--- config.mk ---
export PLATFORM = sky130hd
export DESIGN_NAME = dmem_run_ctrl_flat
export DESIGN_NICKNAME = d
export VERILOG_FILES = /design/src/rtl/dmem_run_pkg.sv /design/src/rtl/dmem_run_ctrl_if.sv /design/src/rtl/run_cycle_counter.sv /design/src/rtl/dmem_run_ctrl.sv /design/src/flat_wrapper.sv
export SDC_FILE = /design/constraint.sdc
export NUM_CORES = 1
export LEC_CHECK = 0
export ABC_AREA = 0
export CAP_MARGIN = 0
export CORE_MARGIN = 2
export CORE_UTILIZATION = 48
export CTS_CLUSTER_DIAMETER = 200
export DETAILED_ROUTE_END_ITERATION = 12
export PLACE_DENSITY = 0.85
export SLEW_MARGIN = 5
export SYNTH_ARGS = -nofsm -noshare
export SYNTH_HDL_FRONTEND = slang
export SYNTH_HIERARCHICAL = 1
export SYNTH_SLANG_ARGS = --single-unit
--- constraint.sdc ---
create_clock -name CLK -period 5.8 [get_ports CLK]
set_clock_uncertainty 0.05 [all_clocks]
set_input_delay 0.87 -clock CLK [delete_from_list [all_inputs] [get_ports CLK]]
set_output_delay 0.87 -clock CLK [all_outputs]
set_load 0.005 [all_outputs]
--- src/rtl/dmem_run_pkg.sv ---
// Shared types and default widths for the run controller / DataMem arbiter slice.
package dmem_run_pkg;

  typedef enum logic [1:0] {
    RS_IDLE,
    RS_START,
    RS_RUN,
    RS_DONE
  } run_state_e;

  localparam int DEF_ADDR_W    = 8;
  localparam int DEF_DATA_W    = 8;
  localparam int DEF_CYC_W     = 32;
  localparam int DEF_START_CYC = 2;
  localparam int DEF_MAX_CYC   = 0;

endpackage

--- src/rtl/dmem_run_ctrl_if.sv ---
// Host, core and DataMem signal bundle seen by the run controller.
interface dmem_run_ctrl_if #(
  parameter int ADDR_W = 8,
  parameter int DATA_W = 8,
  parameter int CYC_W  = 32
);

  logic              host_go;
  logic              host_req;
  logic              host_we;
  logic [ADDR_W-1:0] host_addr;
  logic [DATA_W-1:0] host_wdata;
  logic              host_gnt;
  logic [DATA_W-1:0] host_rdata;
  logic              host_rvalid;

  logic              core_halt;
  logic              core_rd;
  logic              core_wr;
  logic [ADDR_W-1:0] core_addr;
  logic [DATA_W-1:0] core_wdata;
  logic              core_start;

  logic              mem_rd;
  logic              mem_wr;
  logic [ADDR_W-1:0] mem_addr;
  logic [DATA_W-1:0] mem_wdata;
  logic [DATA_W-1:0] mem_rdata;

  logic              busy;
  logic              done;
  logic              timeout;
  logic [CYC_W-1:0]  cycle_ct;

  // Controller side
  modport slave (
    input  host_go, host_req, host_we, host_addr, host_wdata,
    output host_gnt, host_rdata, host_rvalid,
    input  core_halt, core_rd, core_wr, core_addr, core_wdata,
    output core_start,
    output mem_rd, mem_wr, mem_addr, mem_wdata,
    input  mem_rdata,
    output busy, done, timeout, cycle_ct
  );

  // Host / harness side, which also models DataMem and the core
  modport master (
    output host_go, host_req, host_we, host_addr, host_wdata,
    input  host_gnt, host_rdata, host_rvalid,
    output core_halt, core_rd, core_wr, core_addr, core_wdata,
    input  core_start,
    input  mem_rd, mem_wr, mem_addr, mem_wdata,
    output mem_rdata,
    input  busy, done, timeout, cycle_ct
  );

endinterface

--- src/rtl/run_cycle_counter.sv ---
// Saturating run-cycle counter with synchronous clear and a watchdog compare.
module run_cycle_counter #(
  parameter int CYC_W   = 32,
  parameter int MAX_CYC = 0
) (
  input  logic             CLK,
  input  logic             reset_n,
  input  logic             clear,
  input  logic             enable,
  output logic [CYC_W-1:0] count,
  output logic             hit
);

  always_ff @(posedge CLK or negedge reset_n) begin
    if (!reset_n) begin
      count <= '0;
    end else if (clear) begin
      count <= '0;
    end else if (enable && (count != '1)) begin
      count <= count + CYC_W'(1);
    end
  end

  // A zero limit disables the watchdog entirely
  assign hit = (MAX_CYC != 0) && (count == CYC_W'(MAX_CYC));

endmodule

--- src/rtl/dmem_run_ctrl.sv ---
// Run sequencer for the 9-bit core: start pulse, cycle counting, watchdog,
// and host/core arbitration of the single DataMem port.
module dmem_run_ctrl
  import dmem_run_pkg::*;
#(
  parameter int ADDR_W    = DEF_ADDR_W,
  parameter int DATA_W    = DEF_DATA_W,
  parameter int CYC_W     = DEF_CYC_W,
  parameter int START_CYC = DEF_START_CYC,
  parameter int MAX_CYC   = DEF_MAX_CYC
) (
  input logic            CLK,
  input logic            reset_n,
  dmem_run_ctrl_if.slave bus
);

  localparam int SC_W = (START_CYC > 1) ? $clog2(START_CYC) : 1;

  run_state_e        state;
  logic [SC_W-1:0]   start_cnt;
  logic              core_start_q;
  logic              busy_q;
  logic              done_q;
  logic              timeout_q;
  logic [DATA_W-1:0] host_rdata_q;
  logic              host_rvalid_q;
  logic              host_owns;
  logic              start_entry;
  logic              run_step;
  logic              wd_hit;
  logic              host_rd_gnt;
  logic [CYC_W-1:0]  cycle_ct;
  logic              mem_rd_c;
  logic              mem_wr_c;
  logic              host_gnt_c;
  logic [ADDR_W-1:0] mem_addr_c;
  logic [DATA_W-1:0] mem_wdata_c;

  assign host_owns   = (state == RS_IDLE) || (state == RS_DONE);
  assign start_entry = host_owns && bus.host_go && !bus.host_req;
  assign run_step    = (state == RS_RUN) && !bus.core_halt && !wd_hit;
  assign host_rd_gnt = host_owns && bus.host_req && !bus.host_we;

  run_cycle_counter #(
    .CYC_W   (CYC_W),
    .MAX_CYC (MAX_CYC)
  ) u_counter (
    .CLK     (CLK),
    .reset_n (reset_n),
    .clear   (start_entry),
    .enable  (run_step),
    .count   (cycle_ct),
    .hit     (wd_hit)
  );

  // Halt is tested before the watchdog so a halt on the limit cycle is a clean finish
  always_ff @(posedge CLK or negedge reset_n) begin
    if (!reset_n) begin
      state        <= RS_IDLE;
      start_cnt    <= '0;
      core_start_q <= 1'b0;
      busy_q       <= 1'b0;
      done_q       <= 1'b0;
      timeout_q    <= 1'b0;
    end else begin
      unique case (state)
        RS_IDLE, RS_DONE: begin
          if (start_entry) begin
            state        <= RS_START;
            start_cnt    <= SC_W'(START_CYC - 1);
            core_start_q <= 1'b1;
            busy_q       <= 1'b1;
            done_q       <= 1'b0;
            timeout_q    <= 1'b0;
          end
        end
        RS_START: begin
          if (start_cnt == '0) begin
            state        <= RS_RUN;
            core_start_q <= 1'b0;
          end else begin
            start_cnt <= start_cnt - SC_W'(1);
          end
        end
        RS_RUN: begin
          if (bus.core_halt) begin
            state  <= RS_DONE;
            busy_q <= 1'b0;
            done_q <= 1'b1;
          end else if (wd_hit) begin
            state     <= RS_DONE;
            busy_q    <= 1'b0;
            done_q    <= 1'b1;
            timeout_q <= 1'b1;
          end
        end
        default: state <= RS_IDLE;
      endcase
    end
  end

  always_ff @(posedge CLK or negedge reset_n) begin
    if (!reset_n) begin
      host_rdata_q  <= '0;
      host_rvalid_q <= 1'b0;
    end else begin
      host_rvalid_q <= host_rd_gnt;
      if (host_rd_gnt) host_rdata_q <= bus.mem_rdata;
    end
  end

  // Enables are gated by reset_n so a reset mid-run drops DataMem strobes immediately
  always_comb begin
    mem_rd_c    = 1'b0;
    mem_wr_c    = 1'b0;
    host_gnt_c  = 1'b0;
    mem_addr_c  = bus.host_addr;
    mem_wdata_c = bus.host_wdata;
    if (reset_n) begin
      unique case (state)
        RS_RUN: begin
          mem_rd_c    = bus.core_rd;
          mem_wr_c    = bus.core_wr;
          mem_addr_c  = bus.core_addr;
          mem_wdata_c = bus.core_wdata;
        end
        RS_IDLE, RS_DONE: begin
          host_gnt_c = bus.host_req;
          mem_rd_c   = bus.host_req && !bus.host_we;
          mem_wr_c   = bus.host_req && bus.host_we;
        end
        default: begin
        end
      endcase
    end
  end

  assign bus.host_gnt    = host_gnt_c;
  assign bus.host_rdata  = host_rdata_q;
  assign bus.host_rvalid = host_rvalid_q;
  assign bus.core_start  = core_start_q;
  assign bus.mem_rd      = mem_rd_c;
  assign bus.mem_wr      = mem_wr_c;
  assign bus.mem_addr    = mem_addr_c;
  assign bus.mem_wdata   = mem_wdata_c;
  assign bus.busy        = busy_q;
  assign bus.done        = done_q;
  assign bus.timeout     = timeout_q;
  assign bus.cycle_ct    = cycle_ct;

endmodule

--- src/flat_wrapper.sv ---
// flat-port wrapper written by rule: the top's interface ports become plain ports
module dmem_run_ctrl_flat import dmem_run_pkg::*;
#(
  parameter int ADDR_W    = DEF_ADDR_W,
  parameter int DATA_W    = DEF_DATA_W,
  parameter int CYC_W     = DEF_CYC_W,
  parameter int START_CYC = DEF_START_CYC,
  parameter int MAX_CYC   = DEF_MAX_CYC
)
  (CLK, reset_n, bus_host_go, bus_host_req, bus_host_we, bus_host_addr, bus_host_wdata, bus_host_gnt, bus_host_rdata, bus_host_rvalid, bus_core_halt, bus_core_rd, bus_core_wr, bus_core_addr, bus_core_wdata, bus_core_start, bus_mem_rd, bus_mem_wr, bus_mem_addr, bus_mem_wdata, bus_mem_rdata, bus_busy, bus_done, bus_timeout, bus_cycle_ct);
  dmem_run_ctrl_if #(.ADDR_W(ADDR_W), .DATA_W(DATA_W), .CYC_W(CYC_W)) bus_i ();
  input logic CLK;
  input logic reset_n;
  input wire logic [$bits(bus_i.host_go)-1:0] bus_host_go;
  input wire logic [$bits(bus_i.host_req)-1:0] bus_host_req;
  input wire logic [$bits(bus_i.host_we)-1:0] bus_host_we;
  input wire logic [$bits(bus_i.host_addr)-1:0] bus_host_addr;
  input wire logic [$bits(bus_i.host_wdata)-1:0] bus_host_wdata;
  output wire logic [$bits(bus_i.host_gnt)-1:0] bus_host_gnt;
  output wire logic [$bits(bus_i.host_rdata)-1:0] bus_host_rdata;
  output wire logic [$bits(bus_i.host_rvalid)-1:0] bus_host_rvalid;
  input wire logic [$bits(bus_i.core_halt)-1:0] bus_core_halt;
  input wire logic [$bits(bus_i.core_rd)-1:0] bus_core_rd;
  input wire logic [$bits(bus_i.core_wr)-1:0] bus_core_wr;
  input wire logic [$bits(bus_i.core_addr)-1:0] bus_core_addr;
  input wire logic [$bits(bus_i.core_wdata)-1:0] bus_core_wdata;
  output wire logic [$bits(bus_i.core_start)-1:0] bus_core_start;
  output wire logic [$bits(bus_i.mem_rd)-1:0] bus_mem_rd;
  output wire logic [$bits(bus_i.mem_wr)-1:0] bus_mem_wr;
  output wire logic [$bits(bus_i.mem_addr)-1:0] bus_mem_addr;
  output wire logic [$bits(bus_i.mem_wdata)-1:0] bus_mem_wdata;
  input wire logic [$bits(bus_i.mem_rdata)-1:0] bus_mem_rdata;
  output wire logic [$bits(bus_i.busy)-1:0] bus_busy;
  output wire logic [$bits(bus_i.done)-1:0] bus_done;
  output wire logic [$bits(bus_i.timeout)-1:0] bus_timeout;
  output wire logic [$bits(bus_i.cycle_ct)-1:0] bus_cycle_ct;
  assign bus_i.host_go = bus_host_go;
  assign bus_i.host_req = bus_host_req;
  assign bus_i.host_we = bus_host_we;
  assign bus_i.host_addr = bus_host_addr;
  assign bus_i.host_wdata = bus_host_wdata;
  assign bus_host_gnt = bus_i.host_gnt;
  assign bus_host_rdata = bus_i.host_rdata;
  assign bus_host_rvalid = bus_i.host_rvalid;
  assign bus_i.core_halt = bus_core_halt;
  assign bus_i.core_rd = bus_core_rd;
  assign bus_i.core_wr = bus_core_wr;
  assign bus_i.core_addr = bus_core_addr;
  assign bus_i.core_wdata = bus_core_wdata;
  assign bus_core_start = bus_i.core_start;
  assign bus_mem_rd = bus_i.mem_rd;
  assign bus_mem_wr = bus_i.mem_wr;
  assign bus_mem_addr = bus_i.mem_addr;
  assign bus_mem_wdata = bus_i.mem_wdata;
  assign bus_i.mem_rdata = bus_mem_rdata;
  assign bus_busy = bus_i.busy;
  assign bus_done = bus_i.done;
  assign bus_timeout = bus_i.timeout;
  assign bus_cycle_ct = bus_i.cycle_ct;
  dmem_run_ctrl #(.ADDR_W(ADDR_W), .DATA_W(DATA_W), .CYC_W(CYC_W), .START_CYC(START_CYC), .MAX_CYC(MAX_CYC)) u_core (.CLK(CLK), .reset_n(reset_n), .bus(bus_i));
endmodule
After elaboration in Yosys (flattened, before gate mapping)
Index checks and enable logic that the tools add are counted.
- input port bits: 48
- output and inout bits: 64
- register bits: 47
- word-level logic and storage cells: 64
- muxes and demuxes: 26
- reduce and logical (&&, ||, !) cells: 21
- equal/unequal tests: 7
- add/subtract/negate cells: 2
- operators with widths (cell ; number):
    2-to-1 mux 32 bit ; 2
    adder 32 x 1 -> 32 bit, second input constant ; 1
    2-to-1 mux 8 bit ; 4
    inequality test 32 bit, second input constant ; 1
    case mux 1 bit (2 select lines) ; 6
    2-to-1 mux 1 bit ; 10
    AND reduction 3 bit ; 3
    logical AND 1 bit ; 8
    2-to-1 mux 2 bit ; 3
    case mux 2 bit (3 select lines) ; 1
    nonzero test 2 bit ; 3
    equality test 2 bit, second input constant ; 2
    inequality test 2 bit, second input constant ; 2
    logical NOT 1 bit ; 3
    equality test 2 x 1 -> 1 bit, second input constant ; 1
    logical NOT 2 bit ; 1
    inequality test 2 x 1 -> 1 bit, second input constant ; 1
    AND reduction 2 bit ; 1
    OR reduction 2 bit ; 1
    logical OR 1 bit ; 1
    subtractor 1 bit, second input constant ; 1

Logic depth before layout (Yosys ltp)
- depth after elaboration: 6
- gate-level depth with buffers: 11
- mapped depth without buffers: 8

Cells and area by module
Netlist, hierarchy kept.
- by module, submodules not included (module ; instances ; cells an instance ; area an instance (µm²) ; sequential area each (µm²)):
    run_cycle_counter ; 1 ; 200 ; 1865.5 ; 800.8
    dmem_run_ctrl ; 1 ; 84 ; 1059.8 ; 400.4

Least setup slack after synthesis
OpenSTA, ideal clock, no wires.
- kind: input-to-reg
- from: in bus_core_halt
- to: reg u_core.u_counter.count[31]
- arrival time: 2.371 ns
- required time: 5.625 ns
- path buffers: 1
- path slack: 3.254 ns
- setup time: 0.125 ns
- stages: 7
- cells stage by stage: nor3b_4 > and3_1 > nand4_1 > a21o_1 > buf_2 > nor4_1 > mux2_2
- longest elaborated chain between the ends: 4
- RTL lines (element ; RTL line ; RTL):
    start: declaration ; flat_wrapper.sv:22 ; input wire logic [$bits(bus_i.core_halt)-1:0] bus_core_halt;
    logical NOT 1 bit ; dmem_run_ctrl.sv:41 ; assign run_step = (state == RS_RUN) && !bus.core_halt && !wd_hit;
    logical AND 1 bit ; dmem_run_ctrl.sv:41 ;
    logical AND 1 bit ; run_cycle_counter.sv:19 ; end else if (enable && (count != '1)) begin
    nonzero test 2 bit (no line) ; - ;
    end signal: assignment ; run_cycle_counter.sv:20 ; count <= count + CYC_W'(1);
    end: declaration ; run_cycle_counter.sv:10 ; output logic [CYC_W-1:0] count,
Every way passes these cells.
A chain may end at the register's enable or synchronous reset.

Final worst setup path
- from: in bus_host_req
- to: out bus_mem_rd
- longest elaborated chain between the ends: 3
- RTL lines (element ; RTL line ; RTL):
    start: declaration ; flat_wrapper.sv:15 ; input wire logic [$bits(bus_i.host_req)-1:0] bus_host_req;
    logical AND 1 bit ; dmem_run_ctrl.sv:129 ; mem_rd_c = bus.host_req && !bus.host_we;
    case mux 1 bit (2 select lines) ; dmem_run_ctrl.sv:120 ; unique case (state)
    2-to-1 mux 1 bit ; dmem_run_ctrl.sv:119 ; if (reset_n) begin
    end: declaration ; flat_wrapper.sv:28 ; output wire logic [$bits(bus_i.mem_rd)-1:0] bus_mem_rd;
Every way passes these cells.

==> results_dict.tcl <==
set metrics [dict create \
    r2r_start "u_core/state[0]" \
    async_reset_ff_share_pct 100 \
    path_class "in2out" \
    cts_resized 0 \
    critical-path-top-delay-family "buffers and inverters" \
    r2r_cells 8 \
    overflow 0 \
    wl_um 7980 \
    worst_pin_slew_ns 0.631 \
    status "complete, no violations" \
    cts_setup_buffers 0 \
    grt.total_usage_pct 23.5 \
    ys.flop_type "dfrtp_1" \
    drive_above_1_share_pct 13.7 \
    grt_pass1_vias 2441 \
    powerDensity_nw_per_um2 269 \
    antenna_found_initial 0 \
    seq_area_frac_synth_pct 41.1 \
    fillers 462 \
    critPathBufInv 2 \
    nets 444 \
    finalSetupTns_ns 0 \
    crit_path_top_delay_cell "clkdlybuf4s50_1" \
    cp.arrival_ns 2.52 \
    finalCritPeriodShare_pct 59.3 \
    worstHoldStart "u_core/bus.host_rdata[5]" \
    end_kind "output pin" \
    die_area_um2 6730 \
    ir_worst_vdd_mv 0.177 \
    post-route-drc-count 0 \
    gp_congestion 0.876 \
    yosysWarnings 6 \
    max-slew-margin-rel_pct 57.6 \
    min_period_ns 3.44 \
    hold_slack_ns 0.470 \
    seq_area_um2 1200 \
    syn2layout_area_growth_pct 41.8 \
    hold_buffers 0 \
    crit_fanout 10 \
    ys_types 53 \
    final_util_pct 70.1 \
    clock_latency_ns 0.30 \
    numClockSinks 48 \
    num_vias 2581 \
    cts-root-buf "clkbuf_8" \
    vias_per_cell 5.51 \
    avgRoutedWirePerCell_um 17.0 \
    cap_violations 0 \
    clockBufferDepth 2 \
    ios 112 \
    path_cells "clkdlybuf4s50_1, nand3b_2, a21oi_1, clkdlybuf4s50_1" \
    stdcell_count 468 \
    dp_hpwl_um 6110 \
    core-area_um2 5920 \
    synth-edff-count 0 \
    multiInputGateArea_um2 1590 \
    antenna_cells 0 \
    start_util_pct 49.4 \
    cp-start-kind "input pin" \
    cts_tree "built" \
    hold_path_end "u_core/bus.host_rdata[5]" \
    power.leakage_nw 1.77 \
    cp.required_ns 4.88 \
    drtIter0Drc 128 \
    syn_nets 336 \
    path_clk_slew_ns 0.08 \
    layout_commonest_cell "clkdlybuf4s50_1" \
    die_height_um 82.1 \
    fp-row-count 28 \
    grt_pass1_wl_um 11900 \
    synth_area_um2 2930 \
    dp.cells 460 \
    htreeDepth 2 \
    die_x_um 82.1 \
    setup_viol 0 \
    ant_nets 0 \
    ys_ff_latch 48 \
    grt_max_degree 51 \
    port_buffers 111 \
    slew_violations 0 \
    cts_made_buffers 5 \
    avgSynthCellArea_um2 10.3 \
    p_total_w 0.00112 \
    r2r_end "u_core/u_counter/count[31]" \
    max_freq_ghz 0.291 \
    critPathMaxStageDelay_ns 0.56 \
    layout_common_cells "clkdlybuf4s50_1 (110), dfrtp_1 (48), nor2_1 (30)" \
    holdPathStages 1 \
    hold_viol_final 0 \
    syn_inst 284 \
    regToRegSetupSlack_ns 2.79 \
    crit_top_cell "clkdlybuf4s50_1" \
    first_pass_iters 5 \
    rsz0062_at_grt "false" \
    min_path_type "reg2reg" \
]
-- flip-flops by register name, summed over array words and instances, names as in the netlist --
name,cells
u_core/bus.core_start,1
u_core/start_cnt,1
u_core/u_counter/count,32
u_core/bus.done,1
u_core/bus.timeout,1
u_core/bus.host_rvalid,1
u_core/bus.host_rdata,8
u_core/bus.busy,1
u_core/state,2
-- logic make-up after synthesis --
| family | Yosys count | synth area share, % |
|---|---|---|
| flops | 48 | 41.1 |
| simple gates | 116 | 23.3 |
| xor+xnor | 13 | 3.89 |
| compound gates | 45 | 10.8 |
| mux | 32 | 14.7 |
| fa+ha+maj | 4 | 1.71 |
| buf+inv | 25 | 4.45 |
| other cells | 1 | 0.128 |
-- layout make-up --
cell class | instances | share of cell area (%)
multi-input cells | 211 | 38.4
flip-flops and latches | 48 | 29.0
repair buffers | 113 | 27.0
well taps | 75 | 2.26
clock buffers | 8 | 2.17
inverters | 13 | 1.18
-- layer usage --
| metal | vias to the layer above | part of all wire, % | GRT usage, % |
|---|---|---|---|
| li1 | 1232 | - | - |
| met1 | 1244 | 39 | 28.5 |
| met2 | 101 | 52 | 43.3 |
| met3 | 4 | 8.4 | 5.38 |
| met4 | 0 | 0.51 | 3.50 |
| met5 | - | 0 | 0 |
-- how the worst max path moves through the flow --
| stage | end | slack (ns) | depth (start not counted) | start |
|---|---|---|---|---|
| 5_1_grt | bus_mem_rd | 2.29 | 4 | bus_host_req |
| 3_5_place_dp | bus_mem_rd | 2.38 | 4 | bus_host_req |
| 4_1_cts | bus_mem_rd | 2.37 | 4 | bus_host_req |
| 3_3_place_gp | bus_mem_rd | 2.42 | 4 | bus_host_req |
| 2_1_floorplan | u_core/u_counter/count[31] | 3.25 | 7 | bus_core_halt |
| 6_report | bus_mem_rd | 2.36 | 4 | bus_host_req |
-- synth_stat cells, types with 5 or more instances --
cell / instances / area share, %
nor2b_1: 6 / 1.3
mux2_2: 11 / 4.2
nand2_1: 15 / 1.9
xnor2_1: 10 / 3.0
and3_1: 8 / 1.7
dfrtp_1: 48 / 41
a211oi_1: 5 / 1.3
nand4_1: 6 / 1.3
nor2_1: 30 / 3.8
mux2_4: 19 / 9.8
inv_1: 13 / 1.7
o21ai_0: 6 / 1.0
or3_1: 5 / 1.1
a21oi_1: 15 / 2.6
nand3_1: 14 / 2.4
-- where the power goes --
| part | total (W) | internal, W | switching [W] |
|---|---|---|---|
| clock | 0.000205 | 0.0000974 | 0.000108 |
| combinational | 0.000477 | 0.000279 | 0.000197 |
| sequential | 0.000435 | 0.000391 | 0.0000433 |
| total | 0.00112 | 0.000768 | 0.000348 |
-- through the flow --
step / setup WS, ns / cell area (µm²)
final: 2.36 / 4150
after floorplan: 3.25 / 2930
after global routing: 2.29 / 4150
after global placement: 2.42 / 4060
after detailed placement: 2.38 / 4060
after CTS: 2.37 / 4150
(Power assumes the default switching activity.)
